--- config.mk ---
export PLATFORM = sky130hd
export DESIGN_NAME = wb_gpio_ctrl
export DESIGN_NICKNAME = d
export VERILOG_FILES = /design/src/rtl/gpio_pkg.sv /design/src/rtl/gpio_sync.sv /design/src/rtl/wb_gpio_ctrl.sv
export SDC_FILE = /design/constraint.sdc
export NUM_CORES = 1
export LEC_CHECK = 0
export BUFFER_PORTS_ARGS = -buffer_cell sky130_fd_sc_hd__buf_2
export CAP_MARGIN = 20
export CORE_MARGIN = 4
export CORE_UTILIZATION = 50
export CTS_BUF_LIST = sky130_fd_sc_hd__clkbuf_8 sky130_fd_sc_hd__clkbuf_16
export DETAILED_ROUTE_END_ITERATION = 10
export PLACE_DENSITY = 0.77
export SYNTH_ARGS = -nofsm -noshare
export SYNTH_HDL_FRONTEND = slang
export SYNTH_SLANG_ARGS = --single-unit
--- constraint.sdc ---
create_clock -name wb_clk_i -period 5.35 [get_ports wb_clk_i]
set_clock_uncertainty 0.1 [all_clocks]
set_input_delay 0.2675 -clock wb_clk_i [delete_from_list [all_inputs] [get_ports wb_clk_i]]
set_output_delay 0.2675 -clock wb_clk_i [all_outputs]
set_load 0.02 [all_outputs]
--- src/rtl/gpio_pkg.sv ---
// Shared constants, register map and helpers for the Wishbone GPIO controller.
// Register indices are word offsets (byte offset >> 2) inside the 256-byte window.
package gpio_pkg;

    localparam logic [31:0] GPIO_BASE_ADDR = 32'h3000_0000;
    localparam int          GPIO_NIO       = 38;

    typedef enum logic [5:0] {
        REG_OUT_LO      = 6'h00,
        REG_OUT_HI      = 6'h01,
        REG_OE_LO       = 6'h02,
        REG_OE_HI       = 6'h03,
        REG_IN_LO       = 6'h04,
        REG_IN_HI       = 6'h05,
        REG_IRQ_EN_LO   = 6'h06,
        REG_IRQ_STAT_LO = 6'h07
    } gpio_reg_e;

    // Replace only the byte lanes enabled in sel, keep the others from cur.
    function automatic logic [31:0] merge_bytes(input logic [31:0] cur,
                                                input logic [31:0] wdat,
                                                input logic [3:0]  sel);
        logic [31:0] res;
        for (int b = 0; b < 4; b++) begin
            res[8*b +: 8] = sel[b] ? wdat[8*b +: 8] : cur[8*b +: 8];
        end
        return res;
    endfunction

endpackage

--- src/rtl/gpio_sync.sv ---
// Two-flop input synchronizer with a rising-edge pulse on the synchronized value.
module gpio_sync #(
    parameter int WIDTH = 1
) (
    input  logic             clk,
    input  logic             rst_n,
    input  logic [WIDTH-1:0] d,
    output logic [WIDTH-1:0] q,
    output logic [WIDTH-1:0] rise
);

    logic [WIDTH-1:0] meta_r;
    logic [WIDTH-1:0] sync_r;
    logic [WIDTH-1:0] prev_r;

    // Synchronizer chain plus one history stage for edge detection.
    always_ff @(posedge clk or negedge rst_n) begin
        if (!rst_n) begin
            meta_r <= {WIDTH{1'b0}};
            sync_r <= {WIDTH{1'b0}};
            prev_r <= {WIDTH{1'b0}};
        end else begin
            meta_r <= d;
            sync_r <= meta_r;
            prev_r <= sync_r;
        end
    end

    assign q    = sync_r;
    assign rise = sync_r & ~prev_r;

endmodule

--- src/rtl/wb_gpio_ctrl.sv ---
// Wishbone classic slave controlling NIO GPIO pads: output/enable registers,
// synchronized input readback and rising-edge interrupts on the low 32 pads.
module wb_gpio_ctrl
    import gpio_pkg::*;
#(
    parameter logic [31:0] BASE_ADDR = GPIO_BASE_ADDR,
    parameter int          NIO       = GPIO_NIO
) (
    input  logic           wb_clk_i,
    input  logic           wb_rst_ni,
    input  logic           wbs_cyc_i,
    input  logic           wbs_stb_i,
    input  logic           wbs_we_i,
    input  logic [3:0]     wbs_sel_i,
    input  logic [31:0]    wbs_adr_i,
    input  logic [31:0]    wbs_dat_i,
    output logic           wbs_ack_o,
    output logic [31:0]    wbs_dat_o,
    input  logic [NIO-1:0] io_in,
    output logic [NIO-1:0] io_out,
    output logic [NIO-1:0] io_oeb,
    output logic [2:0]     user_irq
);

    localparam int HI_W = NIO - 32;

    logic [NIO-1:0]  in_sync_s;
    logic [NIO-1:0]  in_rise_s;
    logic            sel_s;
    logic            acc_s;
    logic            wr_s;
    gpio_reg_e       idx_s;
    logic [31:0]     rd_s;
    logic [31:0]     stat_clr_s;
    logic [31:0]     stat_set_s;
    logic            unused_s;

    logic [31:0]     out_lo_r;
    logic [HI_W-1:0] out_hi_r;
    logic [31:0]     oe_lo_r;
    logic [HI_W-1:0] oe_hi_r;
    logic [31:0]     irq_en_r;
    logic [31:0]     irq_stat_r;
    logic            ack_r;
    logic [31:0]     dat_r;
    logic [NIO-1:0]  io_out_r;
    logic [NIO-1:0]  io_oeb_r;
    logic            irq_r;

    gpio_sync #(
        .WIDTH (NIO)
    ) u_sync (
        .clk   (wb_clk_i),
        .rst_n (wb_rst_ni),
        .d     (io_in),
        .q     (in_sync_s),
        .rise  (in_rise_s)
    );

    // A transfer is accepted only while no ack is outstanding, which also
    // guarantees an idle cycle between consecutive acks.
    assign sel_s      = wbs_cyc_i & wbs_stb_i & (wbs_adr_i[31:8] == BASE_ADDR[31:8]);
    assign acc_s      = sel_s & ~ack_r;
    assign wr_s       = acc_s & wbs_we_i;
    assign idx_s      = gpio_reg_e'(wbs_adr_i[7:2]);
    assign stat_set_s = in_rise_s[31:0] & irq_en_r;
    assign unused_s   = ^{wbs_adr_i[1:0], in_rise_s[NIO-1:32]};

    // Read data mux; unmapped offsets and unused upper bits read as zero.
    always_comb begin
        rd_s = 32'd0;
        case (idx_s)
            REG_OUT_LO:      rd_s = out_lo_r;
            REG_OUT_HI:      rd_s = 32'(out_hi_r);
            REG_OE_LO:       rd_s = oe_lo_r;
            REG_OE_HI:       rd_s = 32'(oe_hi_r);
            REG_IN_LO:       rd_s = in_sync_s[31:0];
            REG_IN_HI:       rd_s = 32'(in_sync_s[NIO-1:32]);
            REG_IRQ_EN_LO:   rd_s = irq_en_r;
            REG_IRQ_STAT_LO: rd_s = irq_stat_r;
            default:         rd_s = 32'd0;
        endcase
    end

    // Write-one-to-clear mask for the interrupt status register.
    always_comb begin
        stat_clr_s = 32'd0;
        if (wr_s && (idx_s == REG_IRQ_STAT_LO)) begin
            stat_clr_s = merge_bytes(32'd0, wbs_dat_i, wbs_sel_i);
        end else begin
            stat_clr_s = 32'd0;
        end
    end

    // Bus response: single-cycle ack with read data only alongside it.
    always_ff @(posedge wb_clk_i or negedge wb_rst_ni) begin
        if (!wb_rst_ni) begin
            ack_r <= 1'b0;
            dat_r <= 32'd0;
        end else begin
            ack_r <= acc_s;
            if (acc_s && !wbs_we_i) begin
                dat_r <= rd_s;
            end else begin
                dat_r <= 32'd0;
            end
        end
    end

    // Control register writes, committed on the acceptance edge.
    always_ff @(posedge wb_clk_i or negedge wb_rst_ni) begin
        if (!wb_rst_ni) begin
            out_lo_r <= 32'd0;
            out_hi_r <= {HI_W{1'b0}};
            oe_lo_r  <= 32'd0;
            oe_hi_r  <= {HI_W{1'b0}};
            irq_en_r <= 32'd0;
        end else if (wr_s) begin
            case (idx_s)
                REG_OUT_LO:    out_lo_r <= merge_bytes(out_lo_r, wbs_dat_i, wbs_sel_i);
                REG_OUT_HI:    out_hi_r <= HI_W'(merge_bytes(32'(out_hi_r), wbs_dat_i, wbs_sel_i));
                REG_OE_LO:     oe_lo_r  <= merge_bytes(oe_lo_r, wbs_dat_i, wbs_sel_i);
                REG_OE_HI:     oe_hi_r  <= HI_W'(merge_bytes(32'(oe_hi_r), wbs_dat_i, wbs_sel_i));
                REG_IRQ_EN_LO: irq_en_r <= merge_bytes(irq_en_r, wbs_dat_i, wbs_sel_i);
                default:       ;
            endcase
        end
    end

    // Interrupt status: a new edge beats a simultaneous clear of the same bit.
    always_ff @(posedge wb_clk_i or negedge wb_rst_ni) begin
        if (!wb_rst_ni) begin
            irq_stat_r <= 32'd0;
        end else begin
            irq_stat_r <= (irq_stat_r & ~stat_clr_s) | stat_set_s;
        end
    end

    // Registered pad and interrupt outputs; pads stay tri-stated out of reset.
    always_ff @(posedge wb_clk_i or negedge wb_rst_ni) begin
        if (!wb_rst_ni) begin
            io_out_r <= {NIO{1'b0}};
            io_oeb_r <= {NIO{1'b1}};
            irq_r    <= 1'b0;
        end else begin
            io_out_r <= {out_hi_r, out_lo_r};
            io_oeb_r <= ~{oe_hi_r, oe_lo_r};
            irq_r    <= |(irq_stat_r & irq_en_r);
        end
    end

    assign wbs_ack_o = ack_r;
    assign wbs_dat_o = dat_r;
    assign io_out    = io_out_r;
    assign io_oeb    = io_oeb_r;
    assign user_irq  = {2'b00, irq_r};

endmodule

# After elaboration in Yosys (flattened, before gate mapping)
# Index checks and enable logic that the tools add are counted.
# W data, S select, Z words.
dict set report word_totals {
  input_bits 111
  output_inout_bits 112
  word_cells 70
  reg_bits 358
}
dict set report classes {
  muxes 7
  n_reduce_logical 19
  bitwise 13
  eq_ne 8
}
# cell n
set op_table {}
lappend op_table {{$pmux W32 S8} 1}
lappend op_table {{$and A32 B32 Y32} 4}
lappend op_table {{$mux W32} 2}
lappend op_table {{$not A32 Y32} 2}
lappend op_table {{$reduce_and A3 Y1} 14}
lappend op_table {{$not A38 Y38} 1}
lappend op_table {{$mux W8} 4}
lappend op_table {{$or A32 B32 Y32} 1}
lappend op_table {{$reduce_or A32 Y1} 1}
lappend op_table {{$eq A24 B22 Y1 const B} 1}
lappend op_table {{$eq A6 B3 Y1 const B} 4}
lappend op_table {{$eq A6 B2 Y1 const B} 2}
lappend op_table {{$eq A6 B1 Y1 const B} 1}
lappend op_table {{$logic_not A6 Y1} 1}
lappend op_table {{$and A1 B1 Y1} 4}
lappend op_table {{$logic_and A1 B1 Y1} 2}
lappend op_table {{$logic_not A1 Y1} 1}
lappend op_table {{$not A1 Y1} 1}

# Depth between registers and ports, before layout
dict set report depth {
  ltp_word 9
  depth_mapped 7
}

# Cells and area by module
# Synthesis repeated with hierarchy kept, for this count alone.
dict set report unflattened {
  hier_cells 933
  hier_area_um2 13767.0
}
# mod area_per_inst_um2 seq_area_each_um2 instances cells_each
set by_module_without_submodules {}
lappend by_module_without_submodules {wb_gpio_ctrl 10391.2 6303.5 1 781}
lappend by_module_without_submodules {gpio_sync 3375.7 2852.7 1 152}

# Worst setup path after synthesis
# No wires, ideal clock.
dict set report synth_path {
  path_type {input to register}
  startpoint {input wbs_adr_i[18]}
  endpoint {register oe_lo_r[10]}
  path_stages 5
  required_ns 5.125
  arrival_ns 1.872
  setup_time_ns 0.125
  n_path_buf 1
  slack_ns 3.253
  cell_sequence {or4_4 > nor4_4 > and3_1 > buf_4 > mux2_2}
}
dict set report synth_via {
  elab_chain_len 5
}
# element line
set synth_rtl {}
lappend synth_rtl {{start: declaration} wb_gpio_ctrl.sv:15} ;# input logic [31:0] wbs_adr_i,
lappend synth_rtl {{$eq A24 B22 Y1} wb_gpio_ctrl.sv:62} ;# assign sel_s = wbs_cyc_i & wbs_stb_i & (wbs_adr_i[31:8] == BASE_ADDR[31:8]);
lappend synth_rtl {{$and A1 B1 Y1} wb_gpio_ctrl.sv:62}
lappend synth_rtl {{$and A1 B1 Y1} wb_gpio_ctrl.sv:63} ;# assign acc_s = sel_s & ~ack_r;
lappend synth_rtl {{$and A1 B1 Y1} wb_gpio_ctrl.sv:64} ;# assign wr_s = acc_s & wbs_we_i;
lappend synth_rtl {{$reduce_and A3 Y1 (no line)} --}
lappend synth_rtl {{end signal: assignment} wb_gpio_ctrl.sv:122} ;# REG_OE_LO: oe_lo_r <= merge_bytes(oe_lo_r, wbs_dat_i, wbs_sel_i);
lappend synth_rtl {{end: declaration} wb_gpio_ctrl.sv:40} ;# logic [31:0] oe_lo_r;
# Every way passes these cells.
# A chain may end at the register's enable or synchronous reset.

# Worst setup path in the final report
dict set report layout_path {
  startpoint {input wbs_adr_i[3]}
  endpoint {register oe_lo_r[11]}
}
dict set report layout_via {
  elab_chain_len 2
}
# element line
set layout_rtl {}
lappend layout_rtl {{$eq A6 B2 Y1} wb_gpio_ctrl.sv:119} ;# case (idx_s)
lappend layout_rtl {{$reduce_and A3 Y1 (no line)} --}
# Every way passes these cells.

==> run metrics <==
GRT Util Overall 0.230; layout cell share with drive strength beyond 1 0.361; DP Area 0.0145 sq mm; clock transition at the registers of the reported paths 0.06 ns; drt wl/cell 21.1 um; chip height 170 um; Hold Crit Depth 4; Synth Flop Type dfrtp_1; Tightest Hold Check Type input port to flip-flop; Slew Limit Headroom 0.294; simple-gate share of the synthesized area 0.0614; antenna violations before repair 1; Slew Limit Fails 0; Adder-Cell Fraction of Synth Area 0; final setup violation count 0; io pins 223; Finished Cell Area 0.0165 sq mm; Async S/R FF share, synth 1.00; peak supply drop 0.277 mV; Vias/cell 5.51; Remaining DRCs 0; row count 59; Arrival @ worst endpoint 2.99 ns; Final Critical Period 2.70 ns; critical-path cell list buf_2 -> nand2b_1 -> nor3_2 -> and3_1 -> mux2_2; die area 0.0289 sq mm; gr ovfl total 0; Fmax 370 MHz; largest net degree at the start of global routing 135; P&R area growth vs syn 25.6%; final RePlAce weighted congestion 0.846; vias in the first global route 9,082; synthesized instance count 901; global-route wire length before repair 51,400 um; max incr delay on CP 0.85 ns; Compound-Gate Fraction of Synth Area 0.0949; WP buf/inv 1; CTS H-tree depth 2; FF-to-FF path depth 5; Lkg Pwr 7.91 nW; main combinational cell family by area after synthesis multiplexers; RSZ-0062 raised after global routing no; Final period util 0.505; share of the yosys chip area belonging to registers 0.686; Top Family by Delay on Critical Path simple AND/OR/NAND/NOR gates; Setup crit end kind flip-flop; core area 0.0259 sq mm; mapped cell area 0.0131 sq mm; DRT iter0 DRCs 736; number of synthesized register bits 358; WL final 33,100 um; Layout Nets 1,314; Worst Min Path Start wbs_adr_i[6]; Fin. Hold Viols 0; Antenna Nets Post-Route 0; CP Data Required Time 5.64 ns; CP max-delay cell nor3_2; Via Count 8,614; clock root buffer clkbuf_16; Port Buffer Count 218; startpoint types input port; die extent in x 170 um; clock sinks 358; Max Root-Sink Buffers 3; Levels on crit path 5; Crit Path Max Fanout 22; DPL Wire Length 21,200 um; Initial Util 0.507; worst reg2reg startpoint wbs_ack_o; multiplexer area fraction after synthesis 0.124; Avg Inst Size Synth 14.6 sq um; Synth Warn # 0; number of synthesized flops with an enable pin 0; Unique masters post-synth 49; xor/xnor cell area share of the yosys netlist 0; Worst-Skew Late Latency 0.51 ns; crit path launch wbs_adr_i[3]; WS Path Type input port to flip-flop; CTS tree built; Worst-Margin Slew 1.05 ns; status finished clean; pwr dens 335 mW/mm^2; setup tns final 0 ns; Num CTS Buffers 36; drt first pass iters 6; maximum capacitance violations 0
[area by class of cell]
class | instances | area [sq um]
inverters | 64 | 240
fillers | 1856 | 9430
diodes | 1 | 2.50
flip-flops and latches | 358 | 9010
clock inverters | 18 | 170
repair buffers | 300 | 1920
clock buffers | 45 | 1040
well taps | 335 | 419
multi-input cells | 443 | 3690
[logic make-up after synthesis]
group,Yosys count
flops,358
mux,146
buf+inv,101
other cells,1
simple gates,123
compound gates,172
[cells in the mapped netlist, types with 2 or more instances]
library cell	number	share of area
nor4_4	4	0.0065
a22o_1	8	0.0053
a31oi_1	2	0.00095
a21oi_1	29	0.011
a221oi_1	4	0.0027
o211ai_1	2	0.0011
nand3_2	6	0.0046
o22ai_1	26	0.012
nand2b_1	2	0.00095
buf_2	10	0.0038
o2bb2ai_1	8	0.0053
nor4_1	3	0.0014
mux2_1	30	0.026
dfrtp_1	320	0.61
clkbuf_1	14	0.0040
a21o_1	24	0.014
a2111oi_2	2	0.0023
nand2_1	47	0.013
nor3_1	6	0.0023
inv_1	64	0.018
nand4_1	14	0.0067
a2bb2oi_1	18	0.012
and4_1	5	0.0033
nor2_1	6	0.0017
mux2i_1	24	0.018
buf_4	13	0.0074
mux2_2	91	0.078
and2_1	2	0.00095
or4_4	2	0.0017
nor3_4	2	0.0025
dfstp_2	38	0.076
a22oi_1	49	0.028
nand3_1	2	0.00076
and3_1	8	0.0038
nor3_2	2	0.0015
[through the flow]
step / cells / util / power, W / setup slack [ns] / hold WS (ns)
floorplan: 902 / - / 0.00287 / 3.25 / -0.128
global placement: 1427 / 0.561 / 0.00300 / 2.20 / 0.232
detailed placement: 1427 / 0.561 / 0.00300 / 2.20 / 0.235
CTS: 1562 / 0.636 / 0.00557 / 2.74 / 0.0807
global route: 1564 / 0.636 / 0.00571 / 2.54 / 0.103
finish: 1564 / 0.636 / 0.00551 / 2.65 / 0.0933
[final timing paths]
path	endpoint	slack, ns
setup reg to reg	oe_lo_r[11]	3.02
max in group asynchronous	out_lo_r[4]	3.52
min in group asynchronous	u_sync.meta_r[24]	0.26
setup / recovery	oe_lo_r[11]	2.65
hold reg to reg	u_sync.q[3]	0.24
hold / removal	wbs_dat_o[0]	0.09
[tightest hold or removal path, stage by stage]
cell,delay (ns)
buf_2,0.12
nor3_1,0.09
o211ai_1,0.10
a31oi_1,0.08
[repair_timing]
action                    CTS  global route
setup buffers               0             0
hold endpoints to repair  242             0
gates resized for setup     0             0
hold buffers               72             0
[where the power goes]
part	leakage, nW	switching, W	internal (W)	total [W]
Sequential	4.45	0.0000203	0.00275	0.00277
Clock	0.623	0.00100	0.00152	0.00252
Combinational	2.83	0.000130	0.0000951	0.000225
[per-layer routing]
| layer | global-route usage | part of all wire |
|---|---|---|
| met1 | 0.313 | 0.42 |
| met2 | 0.375 | 0.49 |
| met3 | 0.0418 | 0.067 |
| met4 | 0.0837 | 0.032 |
| met5 | 0 | 0 |
[flip-flops by register name (all words and copies together), names as in the netlist, 38 cells and up]
register       cells
io_oeb            38
io_out            38
u_sync.meta_r     38
u_sync.q          38
[placed cells by master, fill, tap and decap left out, types with 14 or more instances in the layout]
cell             n
clkbuf_16       37
nand2_1         47
dlygate4sd3_1   72
mux2i_1         24
nand4_1         14
dfrtp_1        320
mux2_2          91
a22oi_1         49
a21o_1          24
buf_2          217
mux2_1          30
a2bb2oi_1       18
a21oi_1         29
o22ai_1         26
inv_1           69
dfstp_2         38
No activity file was read; power rests on OpenSTA's default activity.
